**config.mk**
```make
export PLATFORM = sky130hd
export DESIGN_NAME = mem_responder_flat
export DESIGN_NICKNAME = d
export VERILOG_FILES = /design/src/rtl/mem_pkg.sv /design/src/rtl/mem_responder_if.sv /design/src/rtl/mem_rd_tag_pipe.sv /design/src/rtl/mem_responder.sv /design/src/flat_wrapper.sv
export SDC_FILE = /design/constraint.sdc
export NUM_CORES = 1
export LEC_CHECK = 0
export CORE_MARGIN = 3
export CORE_UTILIZATION = 41
export CTS_CLUSTER_DIAMETER = 80
export DETAILED_ROUTE_END_ITERATION = 10
export PLACE_DENSITY = 0.82
export REMOVE_ABC_BUFFERS = 1
export SLEW_MARGIN = 10
export SYNTH_ARGS = -nofsm -noshare
export SYNTH_HDL_FRONTEND = slang
export SYNTH_HIERARCHICAL = 1
export SYNTH_SLANG_ARGS = --single-unit
```
**constraint.sdc**
```tcl
create_clock -name clkRAM -period 1.4 [get_ports clkRAM]
set_input_delay 0.35 -clock clkRAM [delete_from_list [all_inputs] [get_ports clkRAM]]
set_output_delay 0.35 -clock clkRAM [all_outputs]
set_load 0.02 [all_outputs]
```
**src/rtl/mem_pkg.sv**
```systemverilog
// Shared widths and tag types for the mapper memory responder.
package mem_pkg;

  localparam int MEM_ADDR_W = 24;
  localparam int MEM_DATA_W = 16;

  typedef enum logic {
    SRC_CPU = 1'b0,
    SRC_PPU = 1'b1
  } mem_src_t;

  typedef struct packed {
    logic     rd;
    mem_src_t src;
  } mem_tag_t;

endpackage

```
**src/rtl/mem_responder_if.sv**
```systemverilog
// Requester ports (CPU and PPU) plus the RAM command/data port of the responder.
interface mem_responder_if
  import mem_pkg::*;
#(
  parameter int ADDR_W = MEM_ADDR_W,
  parameter int DATA_W = MEM_DATA_W
);

  logic [ADDR_W-1:0] mem_addr;
  logic [DATA_W-1:0] mem_data;
  logic              mem_req;
  logic              mem_wr;
  logic              mem_ack;
  logic [DATA_W-1:0] mem_out;
  logic              mem_valid;

  logic [ADDR_W-1:0] mem_ppu_addr;
  logic [DATA_W-1:0] mem_ppu_data;
  logic              mem_ppu_req;
  logic              mem_ppu_wr;
  logic              mem_ppu_ack;
  logic [DATA_W-1:0] mem_ppu_out;
  logic              mem_ppu_valid;

  logic              ram_en;
  logic              ram_we;
  logic [ADDR_W-1:0] ram_addr;
  logic [DATA_W-1:0] ram_wdata;
  logic [DATA_W-1:0] ram_rdata;

  modport slave (
    input  mem_addr, mem_data, mem_req, mem_wr,
    input  mem_ppu_addr, mem_ppu_data, mem_ppu_req, mem_ppu_wr,
    input  ram_rdata,
    output mem_ack, mem_out, mem_valid,
    output mem_ppu_ack, mem_ppu_out, mem_ppu_valid,
    output ram_en, ram_we, ram_addr, ram_wdata
  );

  modport master (
    output mem_addr, mem_data, mem_req, mem_wr,
    output mem_ppu_addr, mem_ppu_data, mem_ppu_req, mem_ppu_wr,
    output ram_rdata,
    input  mem_ack, mem_out, mem_valid,
    input  mem_ppu_ack, mem_ppu_out, mem_ppu_valid,
    input  ram_en, ram_we, ram_addr, ram_wdata
  );

endinterface

```
**src/rtl/mem_rd_tag_pipe.sv**
```systemverilog
// Tag delay line: the tag pushed in a command cycle appears on tag_out READ_LAT cycles later,
// aligned with ram_rdata. Advances every cycle, so it never backpressures.
module mem_rd_tag_pipe
  import mem_pkg::*;
#(
  parameter int READ_LAT = 2
) (
  input  logic     clkRAM,
  input  logic     n_reset,
  input  mem_tag_t push_tag,
  output mem_tag_t tag_out
);

  mem_tag_t pipe_q [READ_LAT];
  mem_tag_t pipe_d [READ_LAT];

  always_comb begin
    pipe_d[0] = push_tag;
    for (int i = 1; i < READ_LAT; i++) begin
      pipe_d[i] = pipe_q[i-1];
    end
  end

  always_ff @(posedge clkRAM) begin
    if (!n_reset) begin
      for (int i = 0; i < READ_LAT; i++) begin
        pipe_q[i] <= '0;
      end
    end else begin
      pipe_q <= pipe_d;
    end
  end

  assign tag_out = pipe_q[READ_LAT-1];

endmodule

```
**src/rtl/mem_responder.sv**
```systemverilog
// Round-robin arbiter of CPU/PPU requests onto one RAM port; ack one cycle after the request is seen,
// read data valid READ_LAT+1 cycles after the ack. Requesters are held off by withholding ack.
module mem_responder
  import mem_pkg::*;
#(
  parameter int ADDR_W   = MEM_ADDR_W,
  parameter int DATA_W   = MEM_DATA_W,
  parameter int READ_LAT = 2
) (
  input  logic           clkRAM,
  input  logic           n_reset,
  mem_responder_if.slave bus
);

  logic              ack_c_q, ack_c_d;
  logic              ack_p_q, ack_p_d;
  logic              ram_en_q, ram_en_d;
  logic              ram_we_q, ram_we_d;
  logic [ADDR_W-1:0] ram_addr_q, ram_addr_d;
  logic [DATA_W-1:0] ram_wdata_q, ram_wdata_d;
  mem_src_t          last_q, last_d;
  logic              vld_c_q, vld_c_d;
  logic              vld_p_q, vld_p_d;
  logic [DATA_W-1:0] out_c_q, out_c_d;
  logic [DATA_W-1:0] out_p_q, out_p_d;

  logic              elig_c, elig_p, gnt_vld;
  mem_src_t          gnt_src;
  logic              sel_wr;
  logic [ADDR_W-1:0] sel_addr;
  logic [DATA_W-1:0] sel_data;
  mem_tag_t          push_tag, ret_tag;

  // A request still held during its own ack cycle must not win a second grant.
  assign elig_c  = bus.mem_req     && !ack_c_q;
  assign elig_p  = bus.mem_ppu_req && !ack_p_q;
  assign gnt_vld = elig_c || elig_p;

  always_comb begin
    if (elig_c && elig_p) begin
      gnt_src = (last_q == SRC_CPU) ? SRC_PPU : SRC_CPU;
    end else if (elig_p) begin
      gnt_src = SRC_PPU;
    end else begin
      gnt_src = SRC_CPU;
    end
  end

  assign sel_wr   = (gnt_src == SRC_PPU) ? bus.mem_ppu_wr   : bus.mem_wr;
  assign sel_addr = (gnt_src == SRC_PPU) ? bus.mem_ppu_addr : bus.mem_addr;
  assign sel_data = (gnt_src == SRC_PPU) ? bus.mem_ppu_data : bus.mem_data;

  always_comb begin
    ack_c_d     = gnt_vld && (gnt_src == SRC_CPU);
    ack_p_d     = gnt_vld && (gnt_src == SRC_PPU);
    ram_en_d    = gnt_vld;
    ram_we_d    = gnt_vld && sel_wr;
    ram_addr_d  = gnt_vld ? sel_addr : ram_addr_q;
    ram_wdata_d = gnt_vld ? sel_data : ram_wdata_q;
    last_d      = gnt_vld ? gnt_src : last_q;
  end

  // The command cycle is identified by the registered ack, so the tag source follows it.
  always_comb begin
    push_tag.rd  = ram_en_q && !ram_we_q;
    push_tag.src = ack_p_q ? SRC_PPU : SRC_CPU;
  end

  mem_rd_tag_pipe #(
    .READ_LAT (READ_LAT)
  ) u_tag_pipe (
    .clkRAM   (clkRAM),
    .n_reset  (n_reset),
    .push_tag (push_tag),
    .tag_out  (ret_tag)
  );

  always_comb begin
    vld_c_d = ret_tag.rd && (ret_tag.src == SRC_CPU);
    vld_p_d = ret_tag.rd && (ret_tag.src == SRC_PPU);
    out_c_d = vld_c_d ? bus.ram_rdata : out_c_q;
    out_p_d = vld_p_d ? bus.ram_rdata : out_p_q;
  end

  always_ff @(posedge clkRAM) begin
    if (!n_reset) begin
      ack_c_q     <= 1'b0;
      ack_p_q     <= 1'b0;
      ram_en_q    <= 1'b0;
      ram_we_q    <= 1'b0;
      ram_addr_q  <= '0;
      ram_wdata_q <= '0;
      last_q      <= SRC_CPU;
      vld_c_q     <= 1'b0;
      vld_p_q     <= 1'b0;
      out_c_q     <= '0;
      out_p_q     <= '0;
    end else begin
      ack_c_q     <= ack_c_d;
      ack_p_q     <= ack_p_d;
      ram_en_q    <= ram_en_d;
      ram_we_q    <= ram_we_d;
      ram_addr_q  <= ram_addr_d;
      ram_wdata_q <= ram_wdata_d;
      last_q      <= last_d;
      vld_c_q     <= vld_c_d;
      vld_p_q     <= vld_p_d;
      out_c_q     <= out_c_d;
      out_p_q     <= out_p_d;
    end
  end

  assign bus.mem_ack       = ack_c_q;
  assign bus.mem_ppu_ack   = ack_p_q;
  assign bus.mem_valid     = vld_c_q;
  assign bus.mem_ppu_valid = vld_p_q;
  assign bus.mem_out       = out_c_q;
  assign bus.mem_ppu_out   = out_p_q;
  assign bus.ram_en        = ram_en_q;
  assign bus.ram_we        = ram_we_q;
  assign bus.ram_addr      = ram_addr_q;
  assign bus.ram_wdata     = ram_wdata_q;

endmodule

```
**src/flat_wrapper.sv**
```systemverilog
// flat-port wrapper written by rule: the top's interface ports become plain ports
module mem_responder_flat import mem_pkg::*;
#(
  parameter int ADDR_W   = MEM_ADDR_W,
  parameter int DATA_W   = MEM_DATA_W,
  parameter int READ_LAT = 2
)
  (clkRAM, n_reset, bus_mem_addr, bus_mem_data, bus_mem_req, bus_mem_wr, bus_mem_ppu_addr, bus_mem_ppu_data, bus_mem_ppu_req, bus_mem_ppu_wr, bus_ram_rdata, bus_mem_ack, bus_mem_out, bus_mem_valid, bus_mem_ppu_ack, bus_mem_ppu_out, bus_mem_ppu_valid, bus_ram_en, bus_ram_we, bus_ram_addr, bus_ram_wdata);
  mem_responder_if #(.ADDR_W(ADDR_W), .DATA_W(DATA_W)) bus_i ();
  input  logic clkRAM;
  input  logic n_reset;
  input wire logic [$bits(bus_i.mem_addr)-1:0] bus_mem_addr;
  input wire logic [$bits(bus_i.mem_data)-1:0] bus_mem_data;
  input wire logic [$bits(bus_i.mem_req)-1:0] bus_mem_req;
  input wire logic [$bits(bus_i.mem_wr)-1:0] bus_mem_wr;
  input wire logic [$bits(bus_i.mem_ppu_addr)-1:0] bus_mem_ppu_addr;
  input wire logic [$bits(bus_i.mem_ppu_data)-1:0] bus_mem_ppu_data;
  input wire logic [$bits(bus_i.mem_ppu_req)-1:0] bus_mem_ppu_req;
  input wire logic [$bits(bus_i.mem_ppu_wr)-1:0] bus_mem_ppu_wr;
  input wire logic [$bits(bus_i.ram_rdata)-1:0] bus_ram_rdata;
  output wire logic [$bits(bus_i.mem_ack)-1:0] bus_mem_ack;
  output wire logic [$bits(bus_i.mem_out)-1:0] bus_mem_out;
  output wire logic [$bits(bus_i.mem_valid)-1:0] bus_mem_valid;
  output wire logic [$bits(bus_i.mem_ppu_ack)-1:0] bus_mem_ppu_ack;
  output wire logic [$bits(bus_i.mem_ppu_out)-1:0] bus_mem_ppu_out;
  output wire logic [$bits(bus_i.mem_ppu_valid)-1:0] bus_mem_ppu_valid;
  output wire logic [$bits(bus_i.ram_en)-1:0] bus_ram_en;
  output wire logic [$bits(bus_i.ram_we)-1:0] bus_ram_we;
  output wire logic [$bits(bus_i.ram_addr)-1:0] bus_ram_addr;
  output wire logic [$bits(bus_i.ram_wdata)-1:0] bus_ram_wdata;
  assign bus_i.mem_addr = bus_mem_addr;
  assign bus_i.mem_data = bus_mem_data;
  assign bus_i.mem_req = bus_mem_req;
  assign bus_i.mem_wr = bus_mem_wr;
  assign bus_i.mem_ppu_addr = bus_mem_ppu_addr;
  assign bus_i.mem_ppu_data = bus_mem_ppu_data;
  assign bus_i.mem_ppu_req = bus_mem_ppu_req;
  assign bus_i.mem_ppu_wr = bus_mem_ppu_wr;
  assign bus_i.ram_rdata = bus_ram_rdata;
  assign bus_mem_ack = bus_i.mem_ack;
  assign bus_mem_out = bus_i.mem_out;
  assign bus_mem_valid = bus_i.mem_valid;
  assign bus_mem_ppu_ack = bus_i.mem_ppu_ack;
  assign bus_mem_ppu_out = bus_i.mem_ppu_out;
  assign bus_mem_ppu_valid = bus_i.mem_ppu_valid;
  assign bus_ram_en = bus_i.ram_en;
  assign bus_ram_we = bus_i.ram_we;
  assign bus_ram_addr = bus_i.ram_addr;
  assign bus_ram_wdata = bus_i.ram_wdata;
  mem_responder #(.ADDR_W(ADDR_W), .DATA_W(DATA_W), .READ_LAT(READ_LAT)) u_core (.clkRAM(clkRAM), .n_reset(n_reset), .bus(bus_i));
endmodule
```
==> run_results.csv <==
group,metric,value,unit
final_layout,layout-drive-gt1-share,0.1014,
power,p_leak,2.253,nW
floorplan,die_area,0.01010,mm²
worst_hold_path,min_path_type,"reg2reg",
clock_network,h-tree-depth,3,
floorplan,rows,33,
final_layout,utilization,0.6787,
final_layout,final_cell_mix,"clkdlybuf4s50_1, dfxtp_1, nand4_1, nand2_1, clkdlybuf4s15_1",
timing,rsz0062_at_grt,"no",
worst_setup_path,path_buf_inv,1,
timing,fin_skew,12.14,ps
final_layout,area_growth,56.21,%
power,total_power,5.487,mW
global_routing,grt_pass1_vias,3876,
yosys,netlist-cell-type-count,21,
yosys,syn-cell-area,0.003660,mm²
final_layout,fillers,687,
place,dp_hpwl,8.485,mm
worst_setup_path,criticalPathCategory,"reg2out",
route,wl_per_cell,17.82,µm
floorplan,die_h,100.5,µm
worst_setup_path,cp-start-kind,"register",
timing,setup_violations,0,
route,vias_per_cell,5.894,
place,place.gp.congestion,0.8530,
route,routed_wl,12.25,mm
place,dp.cells,670,
final_layout,nNetsFinal,680,
worst_setup_path,critical_path_required,1050,ps
flow_run,max_cap_violations,0,
outcome,outcome,"finished clean",
timing,drv_slew,0,
worst_setup_path,path_delay_family,"flip-flops",
place,portBuffers,179,
final_layout,final_common_cell,"clkdlybuf4s50_1",
clock_network,cts_sinks,83,
clock_network,clkLatencyLatePin,340,ps
worst_hold_path,worstHoldPathCells,1,
worst_setup_path,reg2reg_to,"u_core/bus.ram_addr[17]",
global_routing,grt_start_max_net_pins,71,
yosys,synth_seq_area_share,0.4540,
timing,tightest_slew,596.6,ps
clock_network,numCtsBuffers,9,
floorplan,fp.dieW,100.5,µm
worst_setup_path,slowest_stage,"dfxtp_1",
final_layout,fin_area,0.005717,mm²
yosys,synth_top_area_frac,0.4540,
timing,period_share,0.9745,
route,num_vias,4049,
timing,finalSetupTns,0,ps
worst_setup_path,endpoint_kind,"output port",
route,dr.pass1.iters,4,
worst_setup_path,path_cells,"clkdlybuf4s15_1",
global_routing,grt_overflow,0,
worst_setup_path,timing.rr.start,"u_core/bus.mem_ack",
yosys,synth.area.top_cells,"dfxtp_1, nand4_1, o2111ai_1, nand2_1, nand3_1",
floorplan,ios,180,
clock_network,cts_root_buffer,"clkbuf_8",
clock_network,clk_path_buf_depth,2,
global_routing,grtUsageTotal,0.2317,
route,drt_iter0_markers,222,
worst_setup_path,crit_path_max_fanout,2,
place,dpl_worst_slack,-267.8,ps
yosys,synth.avg_cell_area,8.735,µm²
yosys,yosys.area.top_type,"dfxtp_1",
global_routing,grt_pass1_wl,18.95,mm
worst_setup_path,reg2regPathDepth,5,
final_layout,diodes,0,
power,vdd_drop_max,0.4108,mV
global_routing,antenna_found_initial,0,
clock_network,postCtsSetupBuffers,0,
timing,slew_headroom,0.6013,
power,power_density,959.9,mW/mm²
clock_network,clkTransAtPathRegs,80,ps
timing,whs,448.9,ps
place,placed_area,0.005557,mm²
timing,hold_viol,0,
timing,period_needed,1364,ps
floorplan,initial_utilization,0.4345,
route,drc,0,
worst_setup_path,worstPathArrival,1010,ps
worst_setup_path,cp_slowest_stage_delay,350,ps
yosys,yosysWarnings,6,
clock_network,cts_tree,"built",
floorplan,design.core.area,0.008423,mm²
yosys,synthCells,419,
timing,setup_slack,35.72,ps
final_layout,instances_no_fill,687,
worst_hold_path,worstHoldStart,"u_core/u_tag_pipe/pipe_d[1]",
worst_hold_path,hold_end,"u_core/u_tag_pipe/tag_out[1]",
yosys,synth-seq-cells,83,
route,ant_nets,0,
timing,fmax,733.0,MHz
worst_setup_path,r2r_setup_slack,70,ps
-- how the worst max path moves through the flow --
stage,start,endpoint,slack (ps),cells after the start
2_1_floorplan,u_core/bus.mem_ppu_ack,u_core/bus.mem_ack,-1010,3
3_3_place_gp,bus_mem_ppu_req,u_core/bus.ram_we,-200,5
4_1_cts,u_core/bus.mem_out[4],bus_mem_out[4],2,1
5_1_grt,u_core/bus.ram_wdata[9],bus_ram_wdata[9],3,1
6_report,u_core/bus.ram_wdata[3],bus_ram_wdata[3],40,1
3_5_place_dp,bus_mem_ppu_req,u_core/bus.ram_addr[2],-270,5
-- state kept, by name, summed over array words and instances, names as in the netlist --
signal / cells
u_core/bus.mem_valid: 1
u_core/last_q: 1
u_core/u_tag_pipe/tag_out: 2
u_core/bus.mem_ppu_out: 16
u_core/bus.ram_we: 1
u_core/bus.ram_wdata: 16
u_core/bus.mem_ppu_ack: 1
u_core/bus.ram_addr: 24
u_core/bus.mem_ack: 1
u_core/bus.mem_out: 16
u_core/u_tag_pipe/pipe_d: 2
u_core/bus.mem_ppu_valid: 1
u_core/bus.ram_en: 1
-- cells in the mapped netlist, drive strengths merged --
cell type	n
and2	6
nand2b	3
nand4	80
o2111ai	40
clkbuf	11
nand2	65
nand3	41
buf	45
and3	2
a21boi	32
a21bo	1
nor2b	4
nand3b	1
inv	1
dfxtp	83
o211a	1
o21ai	1
a21oi	2
-- worst register-to-register path, stage by stage (launching register included) --
cell and delay (ps):
dfxtp_1 320, buf_4 140, nand3b_2 310, buf_12 230
nand4_1 100, nand3_1 90
-- report_power, final --
group	switching [mW]	internal [mW]	leakage [nW]	total [mW]
combinational	0.656	0.608	1.48	1.26
sequential	0.0767	2.50	0.680	2.58
clock	0.825	0.821	0.0934	1.65
total	1.56	3.93	2.25	5.49
-- area by class of cell --
| class | instances | area, µm² | share of cell area |
|---|---|---|---|
| timing repair buffer | 204 | 2027 | 0.3546 |
| multi-input combinational | 279 | 1709 | 0.2990 |
| sequential | 83 | 1662 | 0.2907 |
| clock buffer | 11 | 131.4 | 0.02298 |
| tap | 105 | 131.4 | 0.02298 |
| clock inverter | 4 | 52.55 | 0.009192 |
| inverter | 1 | 3.754 | 0.0006566 |
-- timing repair --
| item | in CTS | in global routing |
|---|---|---|
| hold buffers | 0 | 0 |
| hold endpoints to repair | 0 | 0 |
| resized for setup | 89 | 66 |
| endpoints found under the setup margin | 78 | 60 |
| pin swaps | 0 | 0 |
| gates cloned | 0 | 2 |
-- cell families after synthesis --
logic type | after synthesis | share of synthesized area
AO/OA/AOI/OAI | 77 | 0.1709
buffers and inverters | 57 | 0.08683
flip-flops | 83 | 0.4540
AND/OR/NAND/NOR | 202 | 0.2882
-- per-layer routing --
layer,track usage,vias up,routed length (µm)
met5,0,-,0
met4,0.06321,0,125
met3,0.07336,13,1353
met2,0.3751,243,5933
met1,0.2985,1897,4832
li1,-,1896,-
Power figures use the tool's default switching activity.
